<file path="src/rtl/mfcc_vq_fifo_wr_arb.sv">
// Round-robin, frame-granular write arbiter feeding N_REQ requesters into a single FIFO write port.
// Optional stall watchdog: define MFCC_VQ_ARB_TIMEOUT_EN to abort frames that stall for TIMEOUT cycles.
module mfcc_vq_fifo_wr_arb #(
    parameter int unsigned N_REQ     = 4,
    parameter int unsigned DATA_W    = 32,
    parameter int unsigned FRAME_LEN = 13,
    parameter int unsigned TIMEOUT   = 255
) (
    input  logic                      clk,
    input  logic                      rst,
    input  logic [N_REQ*DATA_W-1:0]   req_data,
    input  logic [N_REQ-1:0]          req_valid,
    output logic [N_REQ-1:0]          req_ready,
    output logic [DATA_W-1:0]         fifo_wr_data,
    output logic                      fifo_wr_en,
    input  logic                      fifo_wr_vld,
    output logic [N_REQ-1:0]          grant,
    output logic                      frame_done,
    output logic                      timeout_err
);

    localparam int unsigned OWN_W = $clog2(N_REQ);
    localparam int unsigned CNT_W = $clog2(FRAME_LEN);
    localparam logic [CNT_W-1:0] LAST_WORD = CNT_W'(FRAME_LEN - 1);
    localparam logic [OWN_W-1:0] LAST_REQ  = OWN_W'(N_REQ - 1);
    localparam logic [N_REQ-1:0] ONE_HOT0  = N_REQ'(1);

    // Elaboration-time parameter range checks
    if (N_REQ < 2 || N_REQ > 8) begin : g_chk_n_req
        $error("mfcc_vq_fifo_wr_arb: N_REQ must be in 2..8");
    end
    if (FRAME_LEN < 2 || FRAME_LEN > 255) begin : g_chk_frame_len
        $error("mfcc_vq_fifo_wr_arb: FRAME_LEN must be in 2..255");
    end
    if (TIMEOUT < 1 || TIMEOUT > 65535) begin : g_chk_timeout
        $error("mfcc_vq_fifo_wr_arb: TIMEOUT must be in 1..65535");
    end

    typedef enum logic {
        IDLE = 1'b0,
        XFER = 1'b1
    } state_t;

    state_t             state;
    state_t             state_nxt;
    logic [OWN_W-1:0]   owner;
    logic [OWN_W-1:0]   last_owner;
    logic [OWN_W-1:0]   pick;
    logic [OWN_W-1:0]   cand;
    logic               pick_vld;
    logic [CNT_W-1:0]   word_cnt;
    logic               beat;
    logic               frame_end;
    logic               abort;

    assign beat      = (state == XFER) && req_valid[owner] && fifo_wr_vld;
    assign frame_end = beat && (word_cnt == LAST_WORD);

    // Round-robin search starting at last_owner+1; descending loop lets the nearest candidate win
    always_comb begin
        pick     = last_owner;
        pick_vld = 1'b0;
        cand     = last_owner;
        for (int unsigned k = N_REQ; k >= 1; k--) begin
            cand = OWN_W'((32'(last_owner) + k) % N_REQ);
            if (req_valid[cand]) begin
                pick     = cand;
                pick_vld = 1'b1;
            end
        end
    end

`ifdef MFCC_VQ_ARB_TIMEOUT_EN
    logic [15:0] stall_cnt;

    assign abort = (state == XFER) && !beat && (stall_cnt == 16'(TIMEOUT - 1));

    // Consecutive no-beat cycles of the current owner
    always_ff @(posedge clk or posedge rst) begin
        if (rst) begin
            stall_cnt   <= '0;
            timeout_err <= 1'b0;
        end else begin
            timeout_err <= abort;
            if (state != XFER || beat || abort) begin
                stall_cnt <= '0;
            end else begin
                stall_cnt <= stall_cnt + 16'(1);
            end
        end
    end
`else
    assign abort       = 1'b0;
    assign timeout_err = 1'b0;
`endif

    // State register
    always_ff @(posedge clk or posedge rst) begin
        if (rst) begin
            state <= IDLE;
        end else begin
            state <= state_nxt;
        end
    end

    // Next-state logic
    always_comb begin
        state_nxt = state;
        case (state)
            IDLE: if (pick_vld) state_nxt = XFER;
            XFER: if (frame_end || abort) state_nxt = IDLE;
            default: state_nxt = IDLE;
        endcase
    end

    // Owner's path to the FIFO; everything is gated off outside XFER
    always_comb begin
        req_ready    = '0;
        fifo_wr_en   = 1'b0;
        fifo_wr_data = '0;
        if (state == XFER) begin
            req_ready[owner] = fifo_wr_vld;
            fifo_wr_en       = req_valid[owner];
            fifo_wr_data     = req_data[32'(owner) * DATA_W +: DATA_W];
        end
    end

    // Grant, owner bookkeeping, word counter and completion pulse
    always_ff @(posedge clk or posedge rst) begin
        if (rst) begin
            grant      <= '0;
            owner      <= '0;
            last_owner <= LAST_REQ;
            word_cnt   <= '0;
            frame_done <= 1'b0;
        end else begin
            frame_done <= frame_end;
            if (state == IDLE) begin
                if (pick_vld) begin
                    grant <= ONE_HOT0 << pick;
                    owner <= pick;
                end
            end else if (frame_end || abort) begin
                grant      <= '0;
                last_owner <= owner;
                word_cnt   <= '0;
            end else if (beat) begin
                word_cnt <= word_cnt + CNT_W'(1);
            end
        end
    end

endmodule
</file>
<file path="config.mk">
export PLATFORM = sky130hd
export DESIGN_NAME = mfcc_vq_fifo_wr_arb
export DESIGN_NICKNAME = d
export VERILOG_FILES = /design/src/rtl/mfcc_vq_fifo_wr_arb.sv
export SDC_FILE = /design/constraint.sdc
export NUM_CORES = 1
export LEC_CHECK = 0
export ABC_AREA = 0
export CELL_PAD_IN_SITES_DETAIL_PLACEMENT = 1
export CELL_PAD_IN_SITES_GLOBAL_PLACEMENT = 2
export CORE_MARGIN = 1
export CORE_UTILIZATION = 16
export DETAILED_ROUTE_END_ITERATION = 8
export PLACE_DENSITY_LB_ADDON = 0.1
export SYNTH_ARGS = -nofsm -noshare
export SYNTH_HDL_FRONTEND = slang
export SYNTH_SLANG_ARGS = --single-unit
export TNS_END_PERCENT = 30
</file>
<file path="constraint.sdc">
create_clock -name clk -period 2 [get_ports clk]
set_input_delay 0.3 -clock clk [delete_from_list [all_inputs] [get_ports clk]]
set_output_delay 0.3 -clock clk [all_outputs]
set_load 0.01 [all_outputs]
</file>
# Word-level counts from Yosys, hierarchy flattened
# Cells that the tools add are included.
op_classes:
  addsub: 5
  mul: 0
  div_mod_pow: 0
  magnitude_cmp: 6
  eq_ne: 2
  shifts: 2
  mux: 31
  bitwise_logic: 2
  n_reduce_logical: 10
op_table:
  columns: ["op", "n"]
  rows:
  - ["128-bit by 8-bit variable part select with 32-bit output", 1]
  - ["32-bit two-way mux", 1]
  - ["4-bit two-way mux", 6]
  - ["2-bit by 3-bit less-than comparator with 1-bit output, second input constant", 5]
  - ["1-bit two-way mux", 13]
  - ["1-bit binary-select mux with 2-bit select", 5]
  - ["2-bit two-way mux", 4]
  - ["2-bit AND reduction", 4]
  - ["2-bit by 1-bit adder with 2-bit output, second input constant", 2]
  - ["2-bit adder, second input constant", 2]
  - ["4-bit by 1-bit adder with 4-bit output, second input constant", 1]
  - ["4-bit bitwise AND", 1]
  - ["4-bit equality test, second input constant", 1]
  - ["1-bit logical AND", 4]
  - ["2-bit nonzero test", 2]
  - ["1-bit by 2-bit << shifter with 4-bit output, first input constant", 1]
  - ["1-bit demux with 2-bit select", 1]
  - ["2-bit by 1-bit >= comparator with 1-bit output, second input constant", 1]
  - ["2-bit by 1-bit != test with 1-bit output, second input constant", 1]
  - ["1-bit one-hot mux with 2 select lines", 1]
  - ["1-bit inverter", 1]
word_totals:
  register_bits: 14
  latchBits: 0
  mem_bits_rw: 0
  romBits: 0
  in_bits: 135
  out_inout_bits: 43
  elab_cells: 64
  n_memories: 0

# Logic depth before layout (Yosys ltp)
# Gate-level depths: netlist (run 1).
logic_depth:
  ltp_word: 10
  ltp_mapped: 7
  mapped_depth_nobuf: 6

# Worst setup path after synthesis (run 1)
# No wires, ideal clock.
synth_path:
  kind: "reg-to-output"
  start: "register owner[0]"
  end: "output port fifo_wr_data[10]"
  t_arrival_ps: 1472
  required_ps: 1700
  slack_ps: 228
  stages_incl_launch_ff: 5
  path_cell_list: "dfrtp_1 buf_4 buf_2 mux4_2 and2_1"
synth_between:
  elab_chain_len: 2
synth_rtl:
  columns: ["element", "line_no", "text"]
  rows:
  - ["start: declaration", "46", "logic [OWN_W-1:0] owner;"]
  - ["start signal: assignment", "141", "owner <= pick;"]
  - ["128-bit by 8-bit variable part select with 32-bit output", "124", "fifo_wr_data = req_data[32'(owner) * DATA_W +: DATA_W];"]
  - ["32-bit two-way mux", "121", "if (state == XFER) begin"]
  - ["end: declaration", "14", "output logic [DATA_W-1:0] fifo_wr_data,"]
# Every way passes these cells.

# Worst setup path after layout (run 1)
layout_path:
  start: "register owner[0]"
  end: "output port fifo_wr_data[9]"
# Same word-level chain as after synthesis.

==> results of run 1 <==
## synthesized netlist by cell type (all sizes together) (2+ instances only)
library cell | number | area, sq um
a21o | 2 | 15.0
a21oi | 6 | 30.0
a31oi | 2 | 12.5
and2 | 34 | 216
and3 | 4 | 30.0
buf | 15 | 104
clkbuf | 6 | 22.5
dfrtp | 12 | 300
dfstp | 2 | 52.6
ha | 2 | 25.0
inv | 6 | 22.5
mux2 | 2 | 30.0
mux2i | 3 | 30.0
mux4 | 33 | 743
nand2 | 10 | 37.5
nand2b | 3 | 18.8
nand3 | 2 | 10.0
nand3b | 2 | 15.0
nor2 | 7 | 26.3
nor3 | 2 | 10.0
o21ai | 8 | 40.0
o22ai | 6 | 37.5
or3 | 3 | 18.8
## final cells by class
| class | instances | area (sq um) | share of cell area |
|---|---|---|---|
| timing repair buffer | 202 | 1980 | 0.482 |
| multi-input combinational | 142 | 1480 | 0.361 |
| sequential | 14 | 355 | 0.0867 |
| tap | 143 | 179 | 0.0437 |
| clock buffer | 4 | 88.8 | 0.0217 |
| inverter | 6 | 22.5 | 0.00549 |
## registers in the layout, summed over array words and instances (netlist names)
| name | flops |
|---|---|
| grant | 4 |
| word_cnt | 4 |
| last_owner | 2 |
| owner | 2 |
| frame_done | 1 |
| state | 1 |
## what timing repair did
action	in CTS	in global routing
endpoints found under the setup margin	36	36
buffers inserted	11	0
gates cloned	2	0
hold buffers	0	0
pin swaps	24	7
resized for setup	163	20
## worst min path at each step
stage	startpoint	endpoint	slack, ns	cells after the start
final	rst	grant[2]	0.41	2
after global routing	rst	word_cnt[1]	0.47	2
after CTS	rst	frame_done	0.43	2
after detailed placement	word_cnt[2]	word_cnt[2]	0.53	1
after global placement	word_cnt[3]	word_cnt[3]	0.51	1
after floorplan	rst	frame_done	0.19	1
## power by group
part	internal (mW)	switching [mW]
sequential	0.412	0.174
clock	0.304	0.124
combinational	2.32	1.42
## stage by stage
step | cell area (sq um) | util
final | 4100 | 0.353
after global routing | 4100 | 0.353
after CTS | 4100 | 0.353
after detailed placement | 3940 | 0.339
after global placement | 3940 | 0.339
after floorplan | 1940 | -
## cell families (layout without fill, tap and decap cells)
logic type	Yosys count	in the layout	synth area share
adder cells (fa/ha/maj)	2	2	0.0129
other	1	1	0.00194
AND/OR/NAND/NOR	71	71	0.215
AO/OA/AOI/OAI	30	30	0.0963
buffers and inverters	27	212	0.0769
multiplexers	38	38	0.415
flip-flops	14	14	0.182
## layout by cell type (no fill, tap or decap), types with 2 or more instances in the layout
| cell type | count |
|---|---|
| o21ai_0 | 8 |
| buf_2 | 18 |
| mux4_2 | 33 |
| inv_1 | 6 |
| clkbuf_16 | 3 |
| nand2_1 | 10 |
| buf_12 | 4 |
| dfrtp_2 | 2 |
| nand3b_1 | 2 |
| a21oi_1 | 6 |
| buf_8 | 2 |
| a31oi_1 | 2 |
| nand2b_1 | 3 |
| or3_1 | 3 |
| nor3_1 | 2 |
| nor2_1 | 7 |
| dfstp_2 | 2 |
| and2_4 | 19 |
| dlygate4sd2_1 | 3 |
| and2_1 | 15 |
| mux2i_1 | 3 |
| buf_6 | 22 |
| buf_4 | 13 |
| a21o_1 | 2 |
| ha_1 | 2 |
| nand3_1 | 2 |
| o22ai_1 | 6 |
| dfrtp_1 | 10 |
| mux2_4 | 2 |
| and3_1 | 3 |
| clkdlybuf4s50_1 | 139 |
## per-layer routing
metal / vias to the layer above / wire, microns / GRT usage
met5: - / 0 / 0
met3: 5 / 848 / 0.0294
met4: 0 / 46 / 0.0213
met1: 1098 / 4250 / 0.213
li1: 1060 / - / -
met2: 98 / 5140 / 0.297
==> metrics.md, run 1 <==
| Metric | Value |
|---|---|
| Placed Cells | between 400 and 500 |
| DR vias/cell | about 4.4 |
| # diodes | 0 |
| Ratio of cells with drive above 1 in the final layout | 0.334 |
| All-layer global routing usage | 0.166 |
| Initial Util | 0.167 |
| Grt ovf | 0 |
| Final ANT Viol Nets | 0 |
| Final Hold Viols | 0 |
| Cell area power density | about 1200 nW/um^2 |
| GP Congestion | 0.793 |
| Clk sinks | 14 |
| Fin crit period | a little over 2 ns |
| Leakage power | 1.63 nW |
| Most frequent cell on the critical path | buf_6 |
| Fraction of registers with async set/reset | 1.00 |
| Final slew viol count | 0 |
| WS Path Type | reg -> out |
| CTS Buf Count | 3 |
| PortBufs | approximately 180 |
| Max stage delay cell, worst path | dfrtp_2 |
| Worst-case reg-to-reg path depth | 7 |
| WP depth | 5 |
| Core box area | roughly 12000 sq um |
| Element type at the critical path end | output port |
| Slew margin rel. | 0.625 |
| FF-to-FF End | last_owner[0] |
| Total negative slack | -0.185 ns |
| HP Class | in -> async |
| Total wire length | between 10 and 15 mm |
| Outcome | complete, but fails checks |
| Root Driver | clkbuf_16 |
| Failing checks | design-rule violations, negative setup slack |
| Register-to-Register Setup Slack | 0.06 ns |
| Fin worst setup slack | -0.0423 ns |
| Crit-path cells | buf_8, buf_6, mux4_2, and2_4, buf_6 |
| Max incr delay on CP | between 0.4 and 0.5 ns |
| Initial antenna violation count | 0 |
| Crit-path leading delay family | flip-flops |
| Post-synth EDFFs | 0 |
| Post-synth top flop | dfrtp_1 |
| Max_cap viols | 0 |
| Worst VDD drop | roughly 0.47 mV |
| Largest net degree at the start of global routing | 34 |
| Worst EP arrival | roughly 1.7 ns |
| Worst Max-Slew Pin Slew | 0.562 ns |
| Crit-path max FO | 7 |
| Fillers | around 1300 |
| Worst hold slack | roughly 0.41 ns |
| Finished Layout Cells | between 500 and 600 |
| Clock latency on the worst-skew pair | roughly 0.24 ns |
| CTS tree | built |
| Synth cell types | 39 |
| Full die area | about 13000 sq um |
| Final Total Pwr | ~4.8 mW |
| Clock skew | 0.00162 ns |
| Vias in the first global route | roughly 2500 |
| Final Cycle Share | 1.02 |
| Post-synthesis cell count | approximately 180 |
| Dpl ws | -0.280 ns |
| DR vias | 2261 |
| Max Fclk | between 400 and 500 MHz |
| Sequential share of the synthesized area | 0.182 |
| TritonRoute pass-1 iters | 6 |
| Cell Area, Synth | 1940 sq um |
| Buf+Inv Stages, Crit Path | 3 |
| # setup viols final | 11 |
| Clock Pin Slew Worst Setup and Hold Paths | roughly 0.05 ns |
| Syn_area_per_cell | roughly 11 sq um |
| CTS H-tree depth | 1 |
| 1st-iter DRT viols | 89 |
| Final Net Count | 506 |
| CP endpoint | fifo_wr_data[9] |
| Startpoint Class | register |
| Post-Syn Nets | 320 |
| Yosys warnings | 0 |
| # rows | 39 |
| Critical Path RT | approximately 1.7 ns |
| Post-DP HPWL | about 8.3 mm |
| First-pass GRT wire length | about 16 mm |
| Die H | between 100 and 150 microns |
| Drt wl/cell | 20.1 microns |
| Residual DRC | 20 |
| Area Growth Syn to Fin | 112% |
| Total I/O pin count | roughly 180 |
| CTS Buffer Depth | 2 |
| RSZ-0062 raised after global routing | true |
| Die width | between 100 and 150 microns |
| Reg2reg start | owner[0] |
| Yosys reg bits | 14 |
| Crit. Startpoint | owner[0] |
Note: power is estimated with default switching activity, not from simulation.
==> run 2: changes to the inputs <==
--- a/config.mk
+++ b/config.mk
@@ -8,8 +8,10 @@
 export ABC_AREA = 0
 export CELL_PAD_IN_SITES_DETAIL_PLACEMENT = 1
 export CELL_PAD_IN_SITES_GLOBAL_PLACEMENT = 2
+export CORE_ASPECT_RATIO = 1.75
 export CORE_MARGIN = 1
 export CORE_UTILIZATION = 16
+export CTS_CLUSTER_SIZE = 30
 export DETAILED_ROUTE_END_ITERATION = 8
 export PLACE_DENSITY_LB_ADDON = 0.1
 export SYNTH_ARGS = -nofsm -noshare
==> metrics.md, run 2 (synthesis results as in run 1) <==
| Metric | Value |
|---|---|
| WS Path Type | reg -> out |
| Critical Path RT | 1.70 ns (about the same) |
| Grt ovf | 0 (unchanged) |
| # setup viols final | 19 (+8) |
| Fillers | 1301 (-0.69%) |
| Finished Layout Cells | 510 (-0.20%) |
| Element type at the critical path end | output port |
| Ratio of cells with drive above 1 in the final layout | 0.345 (+0.0107) |
| Startpoint Class | register |
| 1st-iter DRT viols | 29 (-67%) |
| Commonest non-fill, non-tap cell in the layout | clkdlybuf4s50_1 |
| Full die area | 12600 sq um (+0.14%) |
| Dpl ws | -0.322 ns (-0.0420 ns) |
| Most frequent cells in the layout | clkdlybuf4s50_1, mux4_2, buf_4, and2_4 |
| PortBufs | 176 (unchanged) |
| Crit-path max FO | 8 (+1) |
| Root Driver | clkbuf_16 |
| GP Congestion | 0.751 (-5.3%) |
| Vias in the first global route | 2497 (+1.8%) |
| Clock skew | 0.00128 ns (-0.000341 ns) |
| Final ANT Viol Nets | 0 (unchanged) |
| Core box area | 11600 sq um (+0.28%) |
| Cell area power density | 1180 nW/um^2 (+1.8%) |
| CTS Buf Count | 3 (unchanged) |
| Placed cell area | 3940 sq um (about the same) |
| Clock latency on the worst-skew pair | 0.25 ns (about the same) |
| Fin worst setup slack | -0.0895 ns (-0.0472 ns) |
| Initial antenna violation count | 1 (+1) |
| All-layer global routing usage | 0.165 (-0.00119) |
| First-pass GRT wire length | 15.5 mm (-1.2%) |
| Final slew viol count | 0 (unchanged) |
| Failing checks | negative setup slack |
| Max Fclk | 479 MHz (-2.3%) |
| CTS H-tree depth | 1 (unchanged) |
| Fin area | 4140 sq um (+1.0%) |
| Max_cap viols | 0 (unchanged) |
| Leakage power | 1.65 nW (+1.5%) |
| Total wire length | 10.6 mm (+3.0%) |
| Final Total Pwr | 4.89 mW (+2.8%) |
| Post-DP HPWL | 8.58 mm (+3.5%) |
| DR vias/cell | 4.55 (+2.9%) |
| Die width | 85.1 microns (-24%) |
| Fin crit period | 2.09 ns (+0.0472 ns) |
| Clock Pin Slew Worst Setup and Hold Paths | 0.05 ns (about the same) |
| DR vias | 2321 (+2.7%) |
| Final Cycle Share | 1.04 (+0.0236) |
| Final Hold Viols | 0 (unchanged) |
| Largest net degree at the start of global routing | 36 (+5.9%) |
| # rows | 52 (+33%) |
| Drt wl/cell | 20.8 microns (+3.2%) |
| HP Class | in -> async |
| TritonRoute pass-1 iters | 4 (-2) |
| Outcome | complete, but fails checks |
| Total I/O pin count | 178 (unchanged) |
| CTS Buffer Depth | 2 (unchanged) |
| Area Growth Syn to Fin | 114% |
| Initial Util | 0.166 (-0.000466) |
| Worst EP arrival | 1.79 ns (+0.05 ns) |
| Placed Cells | 492 (-1.4%) |
| Clk sinks | 14 (unchanged) |
| CTS tree | built |
| Final Net Count | 512 (+1.2%) |
| Worst VDD drop | 0.469 mV (+0.43%) |
| Largest regs | grant: 4 flops, word_cnt: 4 flops |
| Worst Max-Slew Pin Slew | 0.574 ns (+0.0122 ns) |
| RSZ-0062 raised after global routing | true |
| Slew margin rel. | 0.617 (-0.00812) |
| Residual DRC | 0 (-100%) |
| Die H | 148 microns (+32%) |
[run 2: changes by cell type in the layout (fill, tap and decap cells not counted), moves of 3 or more]
cell and delta:
buf_2 -3, buf_4 +7, buf_6 -7, clkbuf_2 +7
dlygate4sd2_1 +3
[run 2: metal layers]
metal | vias to the layer above | GRT usage | share of wire | wire (microns)
met5 | - | 0 | 0 | 0
met4 | 0 | 0.0356 | 0.011 | 118
met3 | 9 | 0.0542 | 0.10 | 1070
met2 | 115 | 0.328 | 0.57 | 6010
met1 | 1125 | 0.160 | 0.32 | 3410
li1 | 1072 | - | - | -
[run 2: cell type report]
| type | count | area (sq um) | area share |
|---|---|---|---|
| Antenna cell | 1 | 2.50 | 0.000604 |
| Clock buffer | 4 | 88.8 | 0.0215 |
| Inverter | 6 | 22.5 | 0.00544 |
| Multi-Input combinational cell | 142 | 1480 | 0.357 |
| Sequential cell | 14 | 355 | 0.0858 |
| Tap cell | 135 | 169 | 0.0408 |
| Timing Repair Buffer | 208 | 2030 | 0.489 |
[run 2: where the power goes]
group	leakage, nW	switching (mW)	internal (mW)
combinational	1.44	1.51	2.39
sequential	0.168	0.148	0.412
clock	0.0442	0.126	0.304
[run 2: worst paths after layout]
| path | from | end | slack [ns] | cells past startpoint |
|---|---|---|---|---|
| hold / removal | rst | word_cnt[0] | 0.41 | 2 |
| setup / recovery | owner[0] | fifo_wr_data[7] | -0.09 | 6 |
| max in group asynchronous | rst | owner[1] | 1.18 | 2 |
| hold reg to reg | word_cnt[3] | word_cnt[3] | 0.53 | 1 |
| min in group clk | word_cnt[3] | word_cnt[3] | 0.53 | 1 |
| setup reg to reg | owner[0] | word_cnt[3] | 0.19 | 7 |
[run 2: per-stage QoR]
step / setup TNS [ns] / utilization / hold WS (ns)
after detailed placement: -4.07 / 0.338 / 0.518
after global routing: -1.90 / 0.356 / 0.476
final: -0.578 / 0.356 / 0.411
after CTS: -1.57 / 0.343 / 0.437
after global placement: -3.84 / 0.338 / 0.491
after floorplan: 0 / - / 0.188
[run 2: critical path: stages (launching register included)]
cell and delay [ns]:
dfrtp_2 0.42, buf_12 0.13, buf_12 0.13, buf_6 0.10, mux4_2 0.48, and2_4 0.15, buf_6 0.11
[run 2: repair_timing]
action / 4_1_cts / 5_1_grt
buffers inserted: 6 / 5
endpoints found under the setup margin: 37 / 32
hold buffers: 0 / 0
gates cloned: 2 / 1
pin swaps: 8 / 10
resized for setup: 119 / 51
==> run 3: changes to the inputs <==
--- a/config.mk
+++ b/config.mk
@@ -11,8 +11,8 @@
 export CORE_ASPECT_RATIO = 1.75
 export CORE_MARGIN = 1
 export CORE_UTILIZATION = 16
-export CTS_CLUSTER_SIZE = 30
 export DETAILED_ROUTE_END_ITERATION = 8
+export GPL_TIMING_DRIVEN = 0
 export PLACE_DENSITY_LB_ADDON = 0.1
 export SYNTH_ARGS = -nofsm -noshare
 export SYNTH_HDL_FRONTEND = slang
==> metrics.md, run 3 (synthesis results as in run 1) <==
| Metric | Value |
|---|---|
| Outcome | complete, but fails checks |
| Failing checks | negative setup slack |
| Finished Layout Cells | 507 (-0.59%) |
| DR vias | 2348 (+1.2%) |
| Area Growth Syn to Fin | 118% |
| Core box area | 11600 sq um (unchanged) |
| Post-DP HPWL | 9.13 mm (+6.4%) |
| Leakage power | 1.67 nW (+1.4%) |
| CTS tree | built |
| Clock skew | 0.00218 ns (+0.000909 ns) |
| Worst Max-Slew Pin Slew | 0.561 ns (-0.0134 ns) |
| Initial Util | 0.166 (unchanged) |
| Crit-path max FO | 7 (-1) |
| Max Fclk | 483 MHz (+0.94%) |
| Cell area power density | 1250 nW/um^2 (+6.2%) |
| All-layer global routing usage | 0.171 (+0.00658) |
| Die width | 85.1 microns (unchanged) |
| Final Hold Viols | 0 (unchanged) |
| Final ANT Viol Nets | 0 (unchanged) |
| GP Congestion | 0.757 (+0.83%) |
| Final slew viol count | 0 (unchanged) |
| Die H | 148 microns (unchanged) |
| Placed cell area | 3850 sq um (-2.3%) |
| Fillers | 1296 (-0.38%) |
| Clock share of power | 0.081 (-0.007) |
| Register area | 354 sq um (-0.35%) |
| CTS Buf Count | 3 (unchanged) |
| Fin area | 4220 sq um (+1.9%) |
| Most frequent cells in the layout | clkdlybuf4s50_1, mux4_2, buf_6, and2_4, buf_2 |
| DR vias/cell | 4.63 (+1.8%) |
| Slew margin rel. | 0.626 (+0.00893) |
| Worst EP arrival | 1.77 ns (-0.02 ns) |
| Ratio of cells with drive above 1 in the final layout | 0.360 (+0.0153) |
| Clk sinks | 14 (unchanged) |
| Final Cycle Share | 1.03 (-0.00977) |
| Element type at the critical path end | output port |
| PortBufs | 174 (-1.1%) |
| Share of the core filled with cells | 0.362 (+0.00677) |
| Root Driver | clkbuf_16 |
| Startpoint Class | register |
| Drt wl/cell | 21.6 microns (+3.9%) |
| Placed Cells | 492 (unchanged) |
| Residual DRC | 0 (unchanged) |
| Total I/O pin count | 178 (unchanged) |
| First-pass GRT wire length | 15.9 mm (+2.3%) |
| Largest regs | grant: 4 flops, word_cnt: 4 flops |
| Largest net degree at the start of global routing | 15 (-58%) |
| Total wire length | 11.0 mm (+3.3%) |
| Critical Path RT | 1.70 ns (about the same) |
| RSZ-0062 raised after global routing | true |
| CTS Buffer Depth | 2 (unchanged) |
| Fin crit period | 2.07 ns (-0.0195 ns) |
| 1st-iter DRT viols | 40 (+38%) |
| TritonRoute pass-1 iters | 4 (unchanged) |
| Final Net Count | 510 (-0.39%) |
| Max_cap viols | 0 (unchanged) |
| Sw frac | 0.355 (-0.00904) |
| WS Path Type | reg -> out |
| HP Class | in -> async |
| # diodes | 0 (-1) |
| # setup viols final | 31 (+12) |
| Fin worst setup slack | -0.0699 ns (+0.0195 ns) |
| Psw | 1.88 mW (+5.6%) |
| P_int | 3.41 mW (+9.8%) |
| Multi-input gate area | 1500 sq um (+1.3%) |
| Vias in the first global route | 2496 (-0.040%) |
| Clock Pin Slew Worst Setup and Hold Paths | 0.05 ns (about the same) |
| CTS H-tree depth | 1 (unchanged) |
| Full die area | 12600 sq um (unchanged) |
| Grt ovf | 0 (unchanged) |
| Initial antenna violation count | 0 (-1) |
| Clock latency on the worst-skew pair | 0.25 ns (about the same) |
| Commonest non-fill, non-tap cell in the layout | clkdlybuf4s50_1 |
| # rows | 52 (unchanged) |
| Worst VDD drop | 0.755 mV (+61%) |
| Hold buffer count at cts | 0 (unchanged) |
| Seq pwr share | 0.098 (-0.017) |
| Gate power share | 0.822 (+0.025) |
run 3: final timing paths:
kind	slack, ns	depth (start not counted)	endpoint	from
min reg2reg	0.52	1	word_cnt[3]	word_cnt[3]
min in group clk	0.44	3	grant[2]	req_valid[2]
max	-0.07	5	fifo_wr_data[6]	owner[0]
max in group asynchronous	1.19	2	owner[1]	rst
min	0.41	2	word_cnt[0]	rst
max reg2reg	0.08	8	last_owner[0]	owner[0]
run 3: cell type report:
type,count,area share
Clock buffer,4,0.0211
Tap cell,135,0.0400
Buffer,21,0.0472
Inverter,6,0.00534
Sequential cell,14,0.0839
Multi-Input combinational cell,142,0.354
Timing Repair Buffer,185,0.448
run 3: power groups by stage:
| stage | logic [mW] | clock network [mW] | registers, mW |
|---|---|---|---|
| final | 4.35 | 0.426 | 0.516 |
| after global routing | 4.66 | 0.450 | 0.532 |
| after CTS | 4.08 | 0.440 | 0.516 |
| after detailed placement | 3.59 | 0 | 0.507 |
| after global placement | 3.57 | 0 | 0.498 |
| after floorplan | 1.91 | 0 | 0.495 |
run 3: metal layers:
metal	track usage	routed length (microns)
met5	0	0
met3	0.0475	1020
met2	0.348	6250
met4	0.0398	169
met1	0.164	3510
run 3: critical path: stages, from the launching register on:
cell     delay [ns]
dfrtp_1        0.40
buf_12         0.18
buf_16         0.14
mux4_2         0.50
and2_1         0.17
buf_2          0.13
run 3: timing repair:
item	in CTS	in global routing
setup buffers	7	2
setup endpoints to repair	41	42
resized for setup	192	38
pin swaps	1	1
gates cloned	4	0
run 3: metrics by stage:
stage                     hold WS [ns]  setup TNS, ns  total power, mW  setup WS, ns
after detailed placement         0.513         -15.05             4.10        -0.458
after CTS                        0.429          -2.90             5.03        -0.181
after floorplan                  0.188              0             2.40         0.228
after global routing             0.461          -2.96             5.64        -0.115
after global placement           0.489         -14.64             4.07        -0.446
final                            0.406          -1.29             5.29       -0.0699
